**src/rtl/block_pkg.sv**
```systemverilog
// Shared types and default sizing for the block accumulator.
package block_pkg;

   localparam int unsigned DEF_LOGDEPTH = 6;
   localparam int unsigned DEF_WIDTH    = 32;
   localparam int unsigned DEF_TIMEOUT  = 16;

   typedef enum logic [1:0] {
      IDLE  = 2'd0,
      REQ   = 2'd1,
      ACCUM = 2'd2,
      DONE  = 2'd3
   } acc_state_t;

endpackage

```
**src/rtl/block_accumulator.sv**
```systemverilog
// Reduces one block of upstream words to sum, max and count, abandoning the
// block if the upstream goes quiet for TIMEOUT cycles.
module block_accumulator
   import block_pkg::*;
#(
   parameter int unsigned LOGDEPTH = DEF_LOGDEPTH,
   parameter int unsigned WIDTH    = DEF_WIDTH,
   parameter int unsigned TIMEOUT  = DEF_TIMEOUT
) (
   input  logic                      clk,
   input  logic                      rst_n,
   input  logic                      start,
   output logic                      busy,
   output logic                      EN_blockRead,
   input  logic                      VALID_memVal,
   input  logic [WIDTH-1:0]          memVal_data,
   output logic                      sum_valid,
   input  logic                      sum_ready,
   output logic [WIDTH+LOGDEPTH-1:0] sum_data,
   output logic [WIDTH-1:0]          sum_max,
   output logic [LOGDEPTH:0]         sum_count,
   output logic                      sum_err
);

   localparam int unsigned ACCW = WIDTH + LOGDEPTH;
   localparam int unsigned TW   = $clog2(TIMEOUT + 1);
   localparam logic [LOGDEPTH:0] LAST_CNT = {1'b0, {LOGDEPTH{1'b1}}};
   localparam logic [LOGDEPTH:0] ONE_CNT  = {{LOGDEPTH{1'b0}}, 1'b1};
   localparam logic [TW-1:0]     TMO_LAST = TW'(TIMEOUT - 1);
   localparam logic [TW-1:0]     ONE_TMO  = TW'(1);

   acc_state_t          state_q;
   logic                busy_q;
   logic                en_q;
   logic                valid_q;
   logic [ACCW-1:0]     acc_q;
   logic [WIDTH-1:0]    max_q;
   logic [LOGDEPTH:0]   count_q;
   logic                err_q;
   logic [TW-1:0]       tmo_q;

   always_ff @(posedge clk or negedge rst_n) begin
      if (!rst_n) begin
         state_q <= IDLE;
         busy_q  <= 1'b0;
         en_q    <= 1'b0;
         valid_q <= 1'b0;
         acc_q   <= '0;
         max_q   <= '0;
         count_q <= '0;
         err_q   <= 1'b0;
         tmo_q   <= '0;
      end else begin
         case (state_q)
            IDLE: begin
               if (start) begin
                  state_q <= REQ;
                  busy_q  <= 1'b1;
                  en_q    <= 1'b1;
                  acc_q   <= '0;
                  max_q   <= '0;
                  count_q <= '0;
                  err_q   <= 1'b0;
                  tmo_q   <= '0;
               end
            end
            REQ: begin
               state_q <= ACCUM;
               en_q    <= 1'b0;
            end
            ACCUM: begin
               // A word and a timeout can never coincide: a valid word clears the idle count.
               if (VALID_memVal) begin
                  acc_q   <= acc_q + ACCW'(memVal_data);
                  count_q <= count_q + ONE_CNT;
                  tmo_q   <= '0;
                  if (memVal_data > max_q) max_q <= memVal_data;
                  if (count_q == LAST_CNT) begin
                     state_q <= DONE;
                     valid_q <= 1'b1;
                  end
               end else if (tmo_q == TMO_LAST) begin
                  state_q <= DONE;
                  valid_q <= 1'b1;
                  err_q   <= 1'b1;
               end else begin
                  tmo_q <= tmo_q + ONE_TMO;
               end
            end
            DONE: begin
               if (sum_ready) begin
                  state_q <= IDLE;
                  busy_q  <= 1'b0;
                  valid_q <= 1'b0;
               end
            end
            default: begin
               state_q <= IDLE;
               busy_q  <= 1'b0;
               en_q    <= 1'b0;
               valid_q <= 1'b0;
            end
         endcase
      end
   end

   assign busy         = busy_q;
   assign EN_blockRead = en_q;
   assign sum_valid    = valid_q;
   assign sum_data     = acc_q;
   assign sum_max      = max_q;
   assign sum_count    = count_q;
   assign sum_err      = err_q;

endmodule

```
**config.mk**
```make
export PLATFORM = sky130hd
export DESIGN_NAME = block_accumulator
export DESIGN_NICKNAME = d
export VERILOG_FILES = /design/src/rtl/block_pkg.sv /design/src/rtl/block_accumulator.sv
export SDC_FILE = /design/constraint.sdc
export NUM_CORES = 1
export LEC_CHECK = 0
export BUFFER_PORTS_ARGS = -buffer_cell sky130_fd_sc_hd__buf_2
export CELL_PAD_IN_SITES_DETAIL_PLACEMENT = 1
export CELL_PAD_IN_SITES_GLOBAL_PLACEMENT = 1
export CORE_ASPECT_RATIO = 2
export CORE_MARGIN = 4
export CORE_UTILIZATION = 46
export CTS_CLUSTER_SIZE = 14
export DETAILED_ROUTE_END_ITERATION = 10
export HOLD_SLACK_MARGIN = 0.05
export PLACE_DENSITY_LB_ADDON = 0.12
export SLEW_MARGIN = 20
export SYNTH_ARGS = -nofsm -noshare
export SYNTH_HDL_FRONTEND = slang
export SYNTH_SLANG_ARGS = --single-unit
export TNS_END_PERCENT = 20
```
**constraint.sdc**
```tcl
create_clock -name clk -period 7.5 [get_ports clk]
set_clock_uncertainty 0.2 [all_clocks]
set_input_delay 1.125 -clock clk [delete_from_list [all_inputs] [get_ports clk]]
set_output_delay 1.125 -clock clk [all_outputs]
set_load 0.02 [all_outputs]
```
## After elaboration in Yosys (flattened, before gate mapping)

Cells that the tools add are included.

- Add/subtract/negate cells: 3
- Multiply operators: 0
- Div/mod/pow operators: 0
- Order comparisons: 1
- Equality and inequality tests: 14
- Shift operators: 0
- Muxes and demuxes: 31
- Bitwise operators: 0
- Reduce and logical (&&, ||, !) cells: 13

Operators by type and width:

| cell | number |
|---|---|
| $mux 32 | 3 |
| $mux 38 | 2 |
| $pmux 38 s2 | 1 |
| $pmux 32 s2 | 1 |
| $add 38x32->38 | 1 |
| $gt 32x32->1 | 1 |
| $reduce_and 4->1 | 4 |
| $mux 5 | 3 |
| $mux 7 | 2 |
| $pmux 7 s2 | 1 |
| $ne 2x2->1 const B | 6 |
| $mux 2 | 5 |
| $pmux 5 s2 | 1 |
| $ne 3x3->1 const B | 3 |
| $reduce_and 3->1 | 3 |
| $pmux 1 s2 | 4 |
| $pmux 2 s4 | 1 |
| $reduce_bool 2->1 | 4 |
| $add 7x1->7 const B | 1 |
| $eq 7x6->1 const B | 1 |
| $mux 1 | 7 |
| $add 5x1->5 const B | 1 |
| $eq 5x4->1 const B | 1 |
| $eq 2x2->1 const B | 2 |
| other kinds (3) | 3 |

- Register bits after elaboration: 88
- Latch bits: 0
- Bits in writable memories: 0
- Bits in read-only memories: 0
- Memories kept: 0

## Longest topological paths before layout

Gate-level depths: netlist (run 1).

- Depth in word-level cells: 4
- Gate-level depth with buffers: 12

## Worst setup path before layout (run 1)

No wires, ideal clock.

- Kind: input to register
- From: input port memVal_data[0]
- To: register acc_q[30], in the netlist sum_data[30]
- Arrival: 3.402 ns
- Path slack: 3.830 ns
- Stages on the path: 12
- Path through: ha_1 inv_1 fa_1 and2b_1 o21ai_1 a21o_1 a21oi_2 o21ai_2 a2111oi_2 nor3_1 or4_1 nand3_1

- Word-level cells in the longest chain between the ends: 3

RTL lines:

| what | RTL line | source |
|---|---|---|
| start: declaration | block_accumulator.sv:16 | `input logic [WIDTH-1:0] memVal_data,` |
| $add 38x32->38 | block_accumulator.sv:74 | `acc_q <= acc_q + ACCW'(memVal_data);` |
| $mux 38 | block_accumulator.sv:73 | `if (VALID_memVal) begin` |
| $pmux 38 s2 | block_accumulator.sv:54 | `case (state_q)` |
| end signal: assignment | block_accumulator.sv:74 |  |
| end: declaration | block_accumulator.sv:36 | `logic [ACCW-1:0] acc_q;` |

No other way between the ends. The select of a mux whose other input is x is not followed.
A chain may end at the register's enable or synchronous reset.

## Worst setup path in the final report (run 1)

- From: input port memVal_data[1]
- To: register max_q[3], in the netlist sum_max[3]

- Word-level cells in the longest chain between the ends: 3

RTL lines:

| what | RTL line | source |
|---|---|---|
| $gt 32x32->1 | block_accumulator.sv:77 | `if (memVal_data > max_q) max_q <= memVal_data;` |
| $ne 2x2->1 (no line) | -- |  |
| $reduce_and 4->1 (no line) | -- |  |
| end signal: assignment | block_accumulator.sv:77 |  |
| end: declaration | block_accumulator.sv:37 | `logic [WIDTH-1:0] max_q;` |

No other way between the ends.

==> metrics.md, run 1 <==
| Metric | Value |
|---|---|
| Run status | `completed` |
| Rows | `59` |
| Clk Latency, worst-skew pair | `350 ps` |
| DR vias/cell | `5.91` |
| Worst min path class | `reg2reg` |
| CTS Buf Count | `9` |
| Top FF cell, synth | `dfrtp_1` |
| Number of max-cap violations | `0` |
| TritonCTS clock tree | `yes` |
| Post_cts resized | `0` |
| RR Endpoint | `sum_max[3]$_DFFE_PN0P_` |
| Layout cells sized above 1 | `0.185` |
| DP HPWL | `14,900 um` |
| Area Growth Syn to Fin | `17.0%` |
| Initial antenna violation count | `0` |
| Worst Setup Start Kind | `input pin` |
| Inserted Diodes | `0` |
| Chip Width | `89.4 um` |
| Register area share after synthesis | `0.361` |
| Synth cell count leaders | `95 x nand2_1, 88 x dfrtp_1, 71 x ha_1` |
| Power Total | `2760 uW` |
| R2r setup slk | `3820 ps` |
| First-pass GRT wire length | `31,100 um` |
| Hold Path End | `tmo_q[4]$_DFFE_PN0P_` |
| Total negative slack | `0 ps` |
| Global placer's final weighted congestion | `0.877` |
| Asr flop ratio synth | `1.00` |
| CP required | `7570 ps` |
| Post-DRT Antenna Nets | `0` |
| Worst Min Path Start | `tmo_q[4]$_DFFE_PN0P_` |
| Fin nets | `902` |
| Multi-input logic area | `3640 um2` |
| Grt total ovfl | `0` |
| Syn avg cell area | `8.92 um2` |
| DR pass1 iterations | `4` |
| Initial core utilization | `0.470` |
| Largest net degree at the start of global routing | `73` |
| Cell variety after synth | `52` |
| Worst Tran Pin Value | `1090 ps` |
| Register area | `2200 um2` |
| Synth top area cells | `dfrtp_1 36%, ha_1 15%, nand2_1 5.8%, mux2i_1 5.4%, o21ai_0 4.7%` |
| Worst EP arrival | `4240 ps` |
| Post-cts hold buffer count | `0` |
| Fmax | `240 MHz` |
| Top cell type's share of synthesized area | `0.361` |
| Full die area | `15,300 um2` |
| Clk buf depth | `2` |
| Die Height | `171 um` |
| Num ports | `118` |
| Hold Path Stages | `2` |
| Cell taking the most area after synthesis | `dfrtp_1` |
| Unrepaired setup endpoints after global routing | `no` |
| Gr usage total | `0.261` |
| Crit end category | `flip-flop` |
| Total number of yosys warnings | `0` |
| Drt total wl | `18,900 um` |
| Syn nets | `793` |
| Root Driver | `clkbuf_16` |
| CP max stage delay | `920 ps` |
| CTS Sinks | `88` |
| Endpoints failing setup | `0` |
| Crit Reg-Reg Startpoint | `sum_max[1]$_DFFE_PN0P_` |
| Crit path buffers/inverters | `2` |
| Clk slew on worst S/H paths | `80 ps` |
| Worst r2r path cells | `12` |
| P per Cell Area | `387 nW/um2` |
| Final Hold Slack | `294 ps` |
| DRC Markers | `0` |
| Family with the most delay on the worst path | `simple AND/OR/NAND/NOR gates` |
| Post-synthesis cell count | `684` |
| Final hold violations | `0` |
| Post-CTS Setup Bufs | `0` |
| Mapped cell area | `6100 um2` |
| Crit-path slowest cell | `nor3_4` |
| # port buffers | `117` |
| Htree depth | `3` |
| DRT iter0 DRCs | `236` |
| Crit Path Category | `in2reg` |
| Post-detailed-route wirelength per cell | `19.9 um` |
| Core area | `13,000 um2` |
| Slew HR | `0.273` |
| Pins Over Slew Limit | `0` |
| Most common cell in the synthesized netlist | `nand2_1` |
| Leak | `0.00367 uW` |
| Post-synth EDFFs | `0` |
| Via Count | `5,613` |
| #FFs+latches synth | `88` |
| CP Max Fanout | `17` |
| Crit-path cells | `buf_2 > ha_1 > nor2b_1 > o21ai_0 > nand2b_1 > a21oi_1 > o21ai_0 > a21o_1 > a21oi_1 > nor3_4 > buf_4 > mux2i_1` |
| Fill count | `1,585` |
| VDD IR max | `0.000301 V` |
| Minimum clock period | `4170 ps` |
| Period Utilization, post-route | `0.555` |
| Number of global-route vias before repair | `6,365` |
-- final cells by class --
cell class	instances	share of cell area
Multi-Input combinational cell	527	0.510
Clock inverter	7	0.0126
Clock buffer	9	0.0315
Tap cell	152	0.0266
Inverter	45	0.0237
Timing Repair Buffer	122	0.0876
Sequential cell	88	0.308
-- routing by layer --
layer  GRT usage  wire length, um  vias up
li1            -                -     2644
met1       0.261             6490     2806
met2       0.515            11200      118
met3      0.0280              544       45
met4       0.110              645        0
met5           0                0        -
-- how the worst max path moves through the flow --
stage | slack (ps) | cells after the start | end | start
after global placement | 3110 | 12 | sum_max[1]$_DFFE_PN0P_ | memVal_data[1]
after floorplan | 3830 | 12 | sum_data[30]$_DFFE_PN0P_ | memVal_data[0]
after detailed placement | 2890 | 12 | sum_max[3]$_DFFE_PN0P_ | memVal_data[1]
final | 3330 | 12 | sum_max[3]$_DFFE_PN0P_ | memVal_data[1]
after global routing | 3140 | 12 | sum_max[0]$_DFFE_PN0P_ | memVal_data[1]
after CTS | 3260 | 12 | sum_max[3]$_DFFE_PN0P_ | memVal_data[1]
-- layout by cell type, fill, tap and decap left out, types with 8 or more instances in the layout --
cell	instances
nor2b_1	8
a21o_1	35
nor2_1	29
nand4_1	19
mux2i_1	33
nand3_1	12
a21oi_1	52
clkbuf_16	9
inv_1	45
buf_2	116
xnor2_1	11
dfrtp_1	88
o21ai_0	57
or3_1	10
nand2_1	95
xor2_1	20
ha_1	71
-- sequential cells by signal (all words and copies together) (netlist names) --
register,cells
sum_data,38
sum_max,32
sum_count,7
tmo_q,5
state_q,2
EN_blockRead,1
busy,1
sum_err,1
sum_valid,1
-- kinds of logic (layout without fill, tap and decap cells) --
logic type                 count (synthesis)  after routing  synth area share
AOI/OAI and AO/OA                        188            188             0.190
xor gates and xnor gates                  31             31            0.0445
adders and majority gates                 72             72             0.149
buffers and inverters                     69            183            0.0437
DFF                                       88             88             0.361
muxes                                     34             34            0.0560
and+or+nand+nor                          202            202             0.156
-- power by group --
group / switching, uW / internal (uW) / total [uW]
combinational: 984 / 559 / 1540
clock: 223 / 266 / 489
sequential: 115 / 618 / 733
-- through the flow --
step | util | std cells | area (um2) | setup slack, ps
6_report | 0.550 | 950 | 7140 | 3330
5_1_grt | 0.550 | 950 | 7140 | 3140
4_1_cts | 0.550 | 950 | 7140 | 3260
3_5_place_dp | 0.525 | 934 | 6830 | 2890
3_3_place_gp | 0.525 | 934 | 6830 | 3110
2_1_floorplan | - | 684 | 6100 | 3830
-- worst min-delay path, delay by kind of cell, from the launching register on --
family	cells	cell delay, ps
AND/OR/NAND/NOR	1	50
flip-flops	1	350
AO/OA/AOI/OAI	1	60
Note: power is estimated with default switching activity, not from simulation.
==> run 2, diff against run 1 <==
--- a/config.mk
+++ b/config.mk
@@ -5,12 +5,13 @@
 export SDC_FILE = /design/constraint.sdc
 export NUM_CORES = 1
 export LEC_CHECK = 0
+export ABC_AREA = 1
 export BUFFER_PORTS_ARGS = -buffer_cell sky130_fd_sc_hd__buf_2
 export CELL_PAD_IN_SITES_DETAIL_PLACEMENT = 1
 export CELL_PAD_IN_SITES_GLOBAL_PLACEMENT = 1
 export CORE_ASPECT_RATIO = 2
 export CORE_MARGIN = 4
-export CORE_UTILIZATION = 46
+export CORE_UTILIZATION = 41
 export CTS_CLUSTER_SIZE = 14
 export DETAILED_ROUTE_END_ITERATION = 10
 export HOLD_SLACK_MARGIN = 0.05
==> constraint.sdc (replaced) <==
create_clock -name clk -period 4.37 [get_ports clk]
set_clock_uncertainty 0.2 [all_clocks]
set_input_delay 0.6555 -clock clk [delete_from_list [all_inputs] [get_ports clk]]
set_output_delay 0.6555 -clock clk [all_outputs]
set_load 0.02 [all_outputs]
==> metrics.md, run 2 <==
| Metric | Value |
|---|---|
| Die Height | `193 um` |
| DR pass1 iterations | `4` |
| Grt total ovfl | `0` |
| Worst min path class | `reg2reg` |
| Full die area | `19,400 um2` |
| Post-DRT Antenna Nets | `0` |
| Mapped cell area | `7030 um2` |
| Total number of yosys warnings | `0` |
| CP required | `4410 ps` |
| CTS Buf Count | `9` |
| Inserted Diodes | `0` |
| Crit-path slowest cell | `inv_2` |
| Post-synthesis cell count | `1,068` |
| Syn nets | `1,177` |
| Fin nets | `1,293` |
| Post-layout util | `0.483` |
| Leak | `0.00468 uW` |
| Asr flop ratio synth | `1.00` |
| Unrepaired setup endpoints after global routing | `no` |
| Worst Setup Start Kind | `flip-flop` |
| Core area | `16,800 um2` |
| Minimum clock period | `2890 ps` |
| Global placer's final weighted congestion | `0.954` |
| Number of max-cap violations | `0` |
| Register area share after synthesis | `0.313` |
| Crit Path Category | `reg2reg` |
| Number of global-route vias before repair | `7,881` |
| Via Count | `7,406` |
| P per Cell Area | `679 nW/um2` |
| Clk Latency, worst-skew pair | `360 ps` |
| Crit path buffers/inverters | `5` |
| # port buffers | `117` |
| Top cell type's share of synthesized area | `0.313` |
| Commonest cells after routing, fill and taps aside | `366 x nand2_1, 151 x inv_1, 116 x buf_2` |
| Chip Width | `101 um` |
| Htree depth | `3` |
| Syn avg cell area | `6.58 um2` |
| Post-detailed-route wirelength per cell | `17.4 um` |
| Final hold violations | `0` |
| DR vias/cell | `5.31` |
| Endpoints failing setup | `0` |
| Layout cells sized above 1 | `0.132` |
| Slew HR | `0.598` |
| Rows | `67` |
| Synth cell count leaders | `366 x nand2_1, 151 x inv_1, 101 x nor2_1` |
| Run status | `completed` |
| Total negative slack | `0 ps` |
| VDD IR max | `0.000608 V` |
| Num ports | `118` |
| Top cell by count, worst path | `nand2_1` |
| CTS Sinks | `88` |
| DRC Markers | `0` |
| Clk buf depth | `2` |
| Most common cell in the synthesized netlist | `nand2_1` |
| Crit-path cells | `inv_1 > ha_1 > buf_4 > nor2_2 > inv_2 > nand2_4 > o21ai_4 > inv_2 > nand2_1 > buf_4 > nand2_1 > nand2_1` |
| CP Max Fanout | `32` |
| Commonest non-fill, non-tap cell in the layout | `nand2_1` |
| Worst Tran Pin Value | `602 ps` |
| Pins Over Slew Limit | `0` |
| First-pass GRT wire length | `39,000 um` |
| TritonCTS clock tree | `yes` |
| Drt total wl | `24,200 um` |
| Post-synth EDFFs | `0` |
| DP HPWL | `19,300 um` |
| Synth top area cells | `dfrtp_1 31%, nand2_1 20%, ha_1 13%, inv_1 8.1%, a21oi_1 5.6%` |
| Initial antenna violation count | `0` |
| Root Driver | `clkbuf_16` |
| Fmax | `346 MHz` |
| Gr usage total | `0.258` |
| Family with the most delay on the worst path | `buffers and inverters` |
| Largest net degree at the start of global routing | `42` |
| Period Utilization, post-route | `0.662` |
| Post_cts resized | `0` |
| Cell taking the most area after synthesis | `dfrtp_1` |
| R2r setup slk | `1480 ps` |
| Clk slew on worst S/H paths | `70 ps` |
| DRT iter0 DRCs | `203` |
| Top FF cell, synth | `dfrtp_1` |
| Initial core utilization | `0.419` |
| CP max stage delay | `450 ps` |
| Area Growth Syn to Fin | `15.3%` |
| Worst EP arrival | `2930 ps` |
| #FFs+latches synth | `88` |
| Crit end category | `flip-flop` |
| Cell variety after synth | `37` |
| Max FFs per register | `38` |
-- run 2: path summary, 6_finish.rpt --
check,start,end,depth (start not counted)
worst max-delay path,state_q[0]$_DFFE_PN0P_,sum_max[22]$_DFFE_PN0P_,12
worst min register to register,sum_max[9]$_DFFE_PN0P_,sum_max[9]$_DFFE_PN0P_,2
max in group asynchronous,rst_n,sum_max[26]$_DFFE_PN0P_,3
worst min-delay path,sum_max[9]$_DFFE_PN0P_,sum_max[9]$_DFFE_PN0P_,2
min in group asynchronous,rst_n,sum_max[6]$_DFFE_PN0P_,2
worst max register to register,state_q[0]$_DFFE_PN0P_,sum_max[22]$_DFFE_PN0P_,12
-- run 2: cells by family after synthesis --
| family | count (synthesis) | synth area share |
|---|---|---|
| AND/OR/NAND/NOR | 566 | 0.326 |
| multiplexers | 1 | 0.00142 |
| flip-flops | 88 | 0.313 |
| XOR/XNOR | 5 | 0.00623 |
| adder cells (fa/ha/maj) | 72 | 0.129 |
| buffers and inverters | 178 | 0.101 |
| AO/OA/AOI/OAI | 158 | 0.123 |
-- run 2: worst reg2reg max path, stage by stage, from the launching register on --
cell     delay [ps]
dfrtp_1         380
inv_1            80
ha_1            230
buf_4           220
nor2_2          220
inv_2           160
nand2_4         160
o21ai_4          70
inv_2           450
nand2_1         120
buf_4           300
nand2_1         130
nand2_1          60
-- run 2: metrics by stage --
stage / hold slack [ps] / instances / power (uW) / cell area (um2) / setup WS (ps)
3_3_place_gp: 272 / 1379 / 4690 / 7820 / 1380
3_5_place_dp: 283 / 1379 / 4780 / 7820 / 1320
5_1_grt: 324 / 1395 / 6010 / 8100 / 1220
2_1_floorplan: 160 / 1068 / 3660 / 7030 / 1950
6_report: 292 / 1395 / 5500 / 8100 / 1480
4_1_cts: 301 / 1395 / 5560 / 8100 / 1450
-- run 2: cell type report --
type / instances / area [um2]
tap: 207 / 259
sequential: 88 / 2200
clock buffer: 12 / 256
clock inverter: 3 / 17.5
inverter: 156 / 586
timing repair buffer: 127 / 666
multi-input combinational: 802 / 4120
fill: 2352 / 8660
-- run 2: report_power, final --
group	internal [uW]	switching, uW	total, uW	leakage [uW]
clock network	412	343	755	0.000134
logic	1010	2360	3370	0.00337
registers	1110	263	1370	0.00118
total	2540	2960	5500	0.00468
-- run 2: what timing repair did --
action | CTS | global route
hold endpoints to repair | 25 | 0
setup buffers | 0 | 0
hold buffers | 1 | 0
-- run 2: per-layer routing --
layer / up-vias / global-route usage / routed length [um]
li1: 3631 / - / -
met1: 3624 / 0.253 / 8580
met2: 109 / 0.527 / 14200
met3: 42 / 0.0263 / 639
met4: 0 / 0.105 / 834
met5: - / 0 / 0
